==> config.mk <==
export PLATFORM = sky130hd
export DESIGN_NAME = led_pattern_drv_flat
export DESIGN_NICKNAME = d
export VERILOG_FILES = /design/src/rtl/led_pattern_drv_if.sv /design/src/rtl/led_pattern_drv.sv /design/src/flat_wrapper.sv
export SDC_FILE = /design/constraint.sdc
export NUM_CORES = 1
export LEC_CHECK = 0
export ABC_CLOCK_PERIOD_IN_PS = 3200
export CORE_UTILIZATION = 59
export CTS_CLUSTER_DIAMETER = 120
export DETAILED_ROUTE_END_ITERATION = 12
export GPL_TIMING_DRIVEN = 1
export HOLD_SLACK_MARGIN = 0.06
export PLACE_DENSITY = 0.76
export SETUP_SLACK_MARGIN = 0.4
export SKIP_CTS_REPAIR_TIMING = 1
export SYNTH_ARGS = -nofsm -noshare
export SYNTH_HDL_FRONTEND = slang
export SYNTH_SLANG_ARGS = --single-unit
==> constraint.sdc <==
create_clock -name clk -period 3.2 [get_ports clk]
set_input_delay 0.8 -clock clk [delete_from_list [all_inputs] [get_ports clk]]
set_output_delay 0.8 -clock clk [all_outputs]
set_load 0.05 [all_outputs]
==> src/rtl/led_pattern_drv_if.sv <==
// led_pattern_drv_if: request/status bundle between a blink requester and the LED pattern driver
interface led_pattern_drv_if;
   logic       req;
   logic [3:0] req_cnt;
   logic       abort;
   logic       led;
   logic       busy;
   logic       done;
   logic [3:0] blink_left;
   modport master (output req, req_cnt, abort, input led, busy, done, blink_left);
   modport slave  (input req, req_cnt, abort, output led, busy, done, blink_left);
endinterface

==> src/rtl/led_pattern_drv.sv <==
// led_pattern_drv: turns a single-cycle blink request into N timed on/off blinks on a registered LED pin
module led_pattern_drv #(
   parameter int C_CLK_FREQ       = 100_000,
   parameter int C_ON_TIME        = 200,
   parameter int C_OFF_TIME       = 200,
   parameter int C_LED_ACTIVE_LOW = 1
) (
   input logic              clk,
   input logic              reset,
   led_pattern_drv_if.slave bus
);
   localparam logic [31:0] ON_CYC  = 32'(C_CLK_FREQ * C_ON_TIME);
   localparam logic [31:0] OFF_CYC = 32'(C_CLK_FREQ * C_OFF_TIME);
   localparam logic        DARK    = (C_LED_ACTIVE_LOW != 0);
   localparam logic        LIT     = !DARK;
   if (C_CLK_FREQ * C_ON_TIME < 1 || C_CLK_FREQ * C_OFF_TIME < 1) begin : g_cfg_err
      $error("led_pattern_drv: on and off phases must each last at least one cycle");
   end
   typedef enum logic [1:0] {IDLE, ON, OFF} state_t;
   state_t      state;
   logic [31:0] cnt;
   // Pattern FSM: counter restarts on every phase change; the trailing dark phase is always emitted
   always_ff @(posedge clk or posedge reset) begin
      if (reset) begin
         state          <= IDLE;
         cnt            <= '0;
         bus.led        <= DARK;
         bus.busy       <= 1'b0;
         bus.done       <= 1'b0;
         bus.blink_left <= '0;
      end else if (bus.abort) begin
         state          <= IDLE;
         cnt            <= '0;
         bus.led        <= DARK;
         bus.busy       <= 1'b0;
         bus.done       <= 1'b0;
         bus.blink_left <= '0;
      end else begin
         bus.done <= 1'b0;
         case (state)
            IDLE: if (bus.req && bus.req_cnt != 4'd0) begin
               state          <= ON;
               cnt            <= '0;
               bus.led        <= LIT;
               bus.busy       <= 1'b1;
               bus.blink_left <= bus.req_cnt;
            end
            ON: if (cnt == ON_CYC - 32'd1) begin
               state   <= OFF;
               cnt     <= '0;
               bus.led <= DARK;
            end else cnt <= cnt + 32'd1;
            OFF: if (cnt == OFF_CYC - 32'd1) begin
               cnt <= '0;
               if (bus.blink_left > 4'd1) begin
                  state          <= ON;
                  bus.led        <= LIT;
                  bus.blink_left <= bus.blink_left - 4'd1;
               end else begin
                  state          <= IDLE;
                  bus.busy       <= 1'b0;
                  bus.done       <= 1'b1;
                  bus.blink_left <= '0;
               end
            end else cnt <= cnt + 32'd1;
            default: state <= IDLE;
         endcase
      end
   end
endmodule

==> src/flat_wrapper.sv <==
// flat-port wrapper written by rule: the top's interface ports become plain ports
module led_pattern_drv_flat 
#(
   parameter int C_CLK_FREQ       = 100_000,
   parameter int C_ON_TIME        = 200,
   parameter int C_OFF_TIME       = 200,
   parameter int C_LED_ACTIVE_LOW = 1
)
  (clk, reset, bus_req, bus_req_cnt, bus_abort, bus_led, bus_busy, bus_done, bus_blink_left);
  led_pattern_drv_if bus_i ();
  input logic clk;
  input logic reset;
  input wire logic [$bits(bus_i.req)-1:0] bus_req;
  input wire logic [$bits(bus_i.req_cnt)-1:0] bus_req_cnt;
  input wire logic [$bits(bus_i.abort)-1:0] bus_abort;
  output wire logic [$bits(bus_i.led)-1:0] bus_led;
  output wire logic [$bits(bus_i.busy)-1:0] bus_busy;
  output wire logic [$bits(bus_i.done)-1:0] bus_done;
  output wire logic [$bits(bus_i.blink_left)-1:0] bus_blink_left;
  assign bus_i.req = bus_req;
  assign bus_i.req_cnt = bus_req_cnt;
  assign bus_i.abort = bus_abort;
  assign bus_led = bus_i.led;
  assign bus_busy = bus_i.busy;
  assign bus_done = bus_i.done;
  assign bus_blink_left = bus_i.blink_left;
  led_pattern_drv #(.C_CLK_FREQ(C_CLK_FREQ), .C_ON_TIME(C_ON_TIME), .C_OFF_TIME(C_OFF_TIME), .C_LED_ACTIVE_LOW(C_LED_ACTIVE_LOW)) u_core (.clk(clk), .reset(reset), .bus(bus_i));
endmodule
-- Word level (Yosys, flattened, before mapping)
Index checks and enable logic that the tools add are counted.
- memory bits (writable): 0
- latch bits: 0
- bits in read-only memories: 0
- output and inout bits: 7
- input port bits: 8
- logic and storage cells: 59
- register bits: 41
- memories: 0
- eq/ne operators: 8
- add/sub/neg operators: 2
- magnitude comparators: 1
- multipliers: 0
- multiplexer cells: 30
- divide/modulo/power cells: 0
- reductions and logical operators: 12
- bitwise logic cells: 0
- shifts and indexed selects: 0
- operators by type and width (cell ; count):
    $mux 32 ; 3
    $pmux 32 s2 ; 1
    $add 32x1->32 const B ; 1
    $eq 32x25->1 const B ; 1
    $mux 4 ; 4
    $mux 1 ; 14
    $ne 3x2->1 const B ; 4
    $mux 2 ; 4
    $pmux 4 s2 ; 1
    $reduce_bool 4->1 ; 2
    $pmux 2 s3 ; 1
    $reduce_and 3->1 ; 2
    $reduce_bool 3->1 ; 2
    $reduce_and 5->1 ; 1
    $gt 4x1->1 const B ; 1
    $reduce_and 4->1 ; 1
    $sub 4x1->4 const B ; 1
    $ne 3x3->1 const B ; 1
    $pmux 1 s3 ; 1
    $eq 2x1->1 const B ; 1
    $eq 2x2->1 const B ; 1
    $logic_not 2->1 ; 1
    $pmux 1 s2 ; 1
    $reduce_and 2->1 ; 1
    other kinds (2) ; 2

-- Depth between registers and ports, before layout
- depth in word-level cells: 5
- gate-level depth with buffers: 10
- gate-level depth less buffers: 7

-- Least setup slack after synthesis
Ideal clock, no wire load.
- path type: input to register
- start point: input bus_req_cnt[2]
- end point: register u_core.cnt[26]
- arrival: 2.284 ns
- stages: 5
- slack: 0.783 ns
- data required time: 3.067 ns
- setup time: 0.133 ns
- buffers on the path: 0
- path through: o41a_1 a211oi_1 or4b_2 or3_1 a21oi_1
- longest elaborated chain between the ends: 4
- RTL lines (item ; RTL line ; source):
    from (decl) ; flat_wrapper.sv:14 ; input wire logic [$bits(bus_i.req_cnt)-1:0] bus_req_cnt;
    $reduce_bool 4->1 ; led_pattern_drv.sv:41 ; IDLE: if (bus.req && bus.req_cnt != 4'd0) begin
    $logic_and 1x1->1 ; led_pattern_drv.sv:41 ;
    $ne 3x2->1 (no source line) ; n/a ;
    $reduce_and 2->1 (no source line) ; n/a ;
    to (signal assigned) ; led_pattern_drv.sv:52 ; end else cnt <= cnt + 32'd1;
    to (signal assigned) ; led_pattern_drv.sv:65 ; end else cnt <= cnt + 32'd1;
    to (decl) ; led_pattern_drv.sv:21 ; logic [31:0] cnt;
No other way between the ends.
A chain may end at the register's enable or synchronous reset.

-- Worst setup path after layout
- start point: input bus_req_cnt[2]
- end point: register u_core.cnt[25]
The elaborated chain is that of the path after synthesis.

==> qor.txt <==
status - finished, final reports clean
Crit. Startpoint - bus_req_cnt[2]
# fillers - 305
Compound-Gate Fraction of Synth Area - 0.146
antenna cell count - 0
flops & latches, synth - 41
Pre-antenna DRT Iters - 5
FP Rows - 23
initial core utilization - 0.622
Final period util - 0.821
layout cells sized above 1 - 0.0918
fraction of registers with async set/reset - 1.00
CP Data Required Time - 3.42 ns
count of final setup violators - 0
post-synthesis cell type with the largest combined area - dfrtp_1
Hold Worst Slack - 0.514 ns
crit end category - flip-flop
routed length on met3 - 379 um
NumNets Final - 309
sequential area share after synthesis - 0.410
maximum VDD drop - 0.000509 V
clk root buf - clkbuf_8
Tmin final - 2.63 ns
Max Cap Viol - 0
CTS H-tree lvls - 2
FF-to-FF End - u_core.bus.led
Non-Filler Instances - 344
most common cell after layout, fill and taps aside - dfrtp_1
worst r2r src - u_core.cnt[0]
Core Util, Final - 0.712
dpl hpwl - 4050 um
Adder-Cell Fraction of Synth Area - 0.0399
M1 wire length - 2770 um
final antenna-violating net count - 0
Worst R2R Setup Slack - 0.67 ns
R2R depth - 6
ranking of synthesized cells by area - dfrtp_1 40%, xor2_1 5.9%, nor2_1 4.6%, nand4_1 4.2%, ha_1 4.0%
Worst Setup EP - u_core.cnt[25]
Yosys Warn Count - 0
Synth top area share - 0.399
largest net degree at the start of global routing - 42
DP Worst Slack - 0.280 ns
synthesized area per cell - 9.21 um^2
Syn Inst Count - 272
Yosys cell types - 52
critical path class - primary input to flip-flop
detailed-route wire length - 5900 um
Max Transition Viols Final - 0
Fmax - 0.381 GHz
EDFF count, synth - 0
first-pass GRT wire length - 9420 um
mux contribution to synthesized area - 0.0125
Die W - 67.2 um
RSZ-0062 raised after global routing - no
most frequent cells in the layout - 40 x dfrtp_1, 31 x nor2_1, 18 x nand3_1, 17 x nand4_1, 17 x xor2_1
Worst slew margin - 0.468
Hold WC Path Type - flip-flop to flip-flop
Synth Area in Simple Gates - 0.287
DIE HEIGHT - 67.2 um
post-synthesis xor/xnor area fraction - 0.0734
Iteration-0 DRC Markers - 296
final hold violations - 0
WP data arrival - 2.85 ns
grt ovf - 0
Worst Tran Pin Value - 0.791 ns
vias in the first global route - 1986
clock sinks - 41
initial antenna violation count - 0
Clock Path Buffers - 2
clk slew on worst S/H paths - 0.08 ns
PD cells - 617 mW/mm^2
via count - 2213
Residual DRC - 0
Post-Syn Nets - 288
Via density - 6.43
WL/cell - 17.2 um
die area - 0.00451 mm^2
largest family of logic cells by synthesized area - simple AND/OR/NAND/NOR gates
setup tns final - 0 ns
Main synth FF type - dfrtp_1
highest routed layer - met4
Setup crit start kind - primary input
placed insts - 335
port bufs - 14
Leak Pwr - 1.15 nW
Worst-Skew Late Latency - 0.30 ns
CTS tree - built
CP max FO - 14
# IOs - 15
fin worst setup slack - 0.572 ns
total track usage - 0.283
Post-Syn Area - 0.00251 mm^2
Layout area overhead - 14.5%
clock buffer count from CTS - 5
routed length on met2 - 2660 um
GP Congestion - 0.882
skew final - 0.00826 ns
Core ar. - 0.00403 mm^2
==> layout make-up <==
| class | instances | area (um^2) | area share |
|---|---|---|---|
| clock inverters | 1 | 30.0 | 0.0105 |
| well taps | 50 | 62.6 | 0.0218 |
| flip-flops and latches | 41 | 1030 | 0.358 |
| multi-input cells | 212 | 1420 | 0.496 |
| clock buffers | 7 | 86.3 | 0.0301 |
| repair buffers | 22 | 200 | 0.0697 |
| inverters | 11 | 41.3 | 0.0144 |
==> registers in the layout, indices dropped and copies added, names as in the netlist <==
| name | flops |
|---|---|
| u_core.bus.led | 1 |
| u_core.bus.blink_left | 4 |
| u_core.bus.busy | 1 |
| u_core.bus.done | 1 |
| u_core.cnt | 32 |
| u_core.state | 2 |
==> Yosys cell counts, types with 2 or more instances <==
cell	count
nor2_1	31
o21a_1	2
o41ai_1	3
mux2i_1	2
buf_2	2
clkbuf_1	6
o21ai_0	9
inv_1	11
and2_1	2
a311oi_1	2
nand2b_1	2
nor3_1	12
and3_2	2
o31ai_1	3
nand4b_1	2
nand3_1	18
nor4_1	5
nand4_1	17
a211oi_1	3
o211ai_1	3
a31oi_1	4
a41oi_1	3
ha_1	8
a21oi_1	10
nand2_1	16
or4_1	6
nor4_4	2
dfrtp_1	40
xnor2_1	4
or3_1	3
and4_1	2
xor2_1	17
==> critical path, stage by stage <==
cell and delay (ns):
clkdlybuf4s50_1 0.50, o41a_1 0.25, a211o_1 0.31, buf_4 0.25, nand2_1 0.13, or4_1 0.43
a21oi_1 0.17
==> per-stage QoR <==
step | power (mW) | cell area, um^2
after global routing | 1.87 | 2870
after detailed placement | 1.30 | 2730
after CTS | 1.73 | 2850
final | 1.77 | 2870
after floorplan | 1.12 | 2510
after global placement | 1.29 | 2730
==> cell families (layout without fill, tap and decap cells) <==
group	after synthesis	in the layout
flops	41	41
buf+inv	20	41
mux	3	3
compound gates	51	52
xor+xnor	21	21
fa+ha+maj	8	8
simple gates	128	128
==> worst min-delay path by stage <==
| stage | start | end | slack [ns] | cells past startpoint |
|---|---|---|---|---|
| finish | u_core.cnt[29] | u_core.cnt[29] | 0.51 | 1 |
| global route | u_core.cnt[29] | u_core.cnt[29] | 0.54 | 1 |
| CTS | u_core.cnt[29] | u_core.cnt[29] | 0.52 | 1 |
| detailed placement | u_core.cnt[29] | u_core.cnt[29] | 0.51 | 1 |
| global placement | u_core.cnt[29] | u_core.cnt[29] | 0.51 | 1 |
| floorplan | u_core.cnt[29] | u_core.cnt[29] | 0.47 | 1 |
==> per-layer routing <==
metal,vias up,GRT usage
met3,10,0.0405
met5,-,0
met4,0,0.0957
met1,1046,0.419
met2,96,0.420
li1,1061,-
==> where the power goes <==
group          leakage [nW]  internal [mW]  switching [mW]
sequential            0.564          0.566          0.0553
combinational         0.526          0.236           0.478
clock                0.0585          0.254           0.182
(Power assumes the default switching activity.)
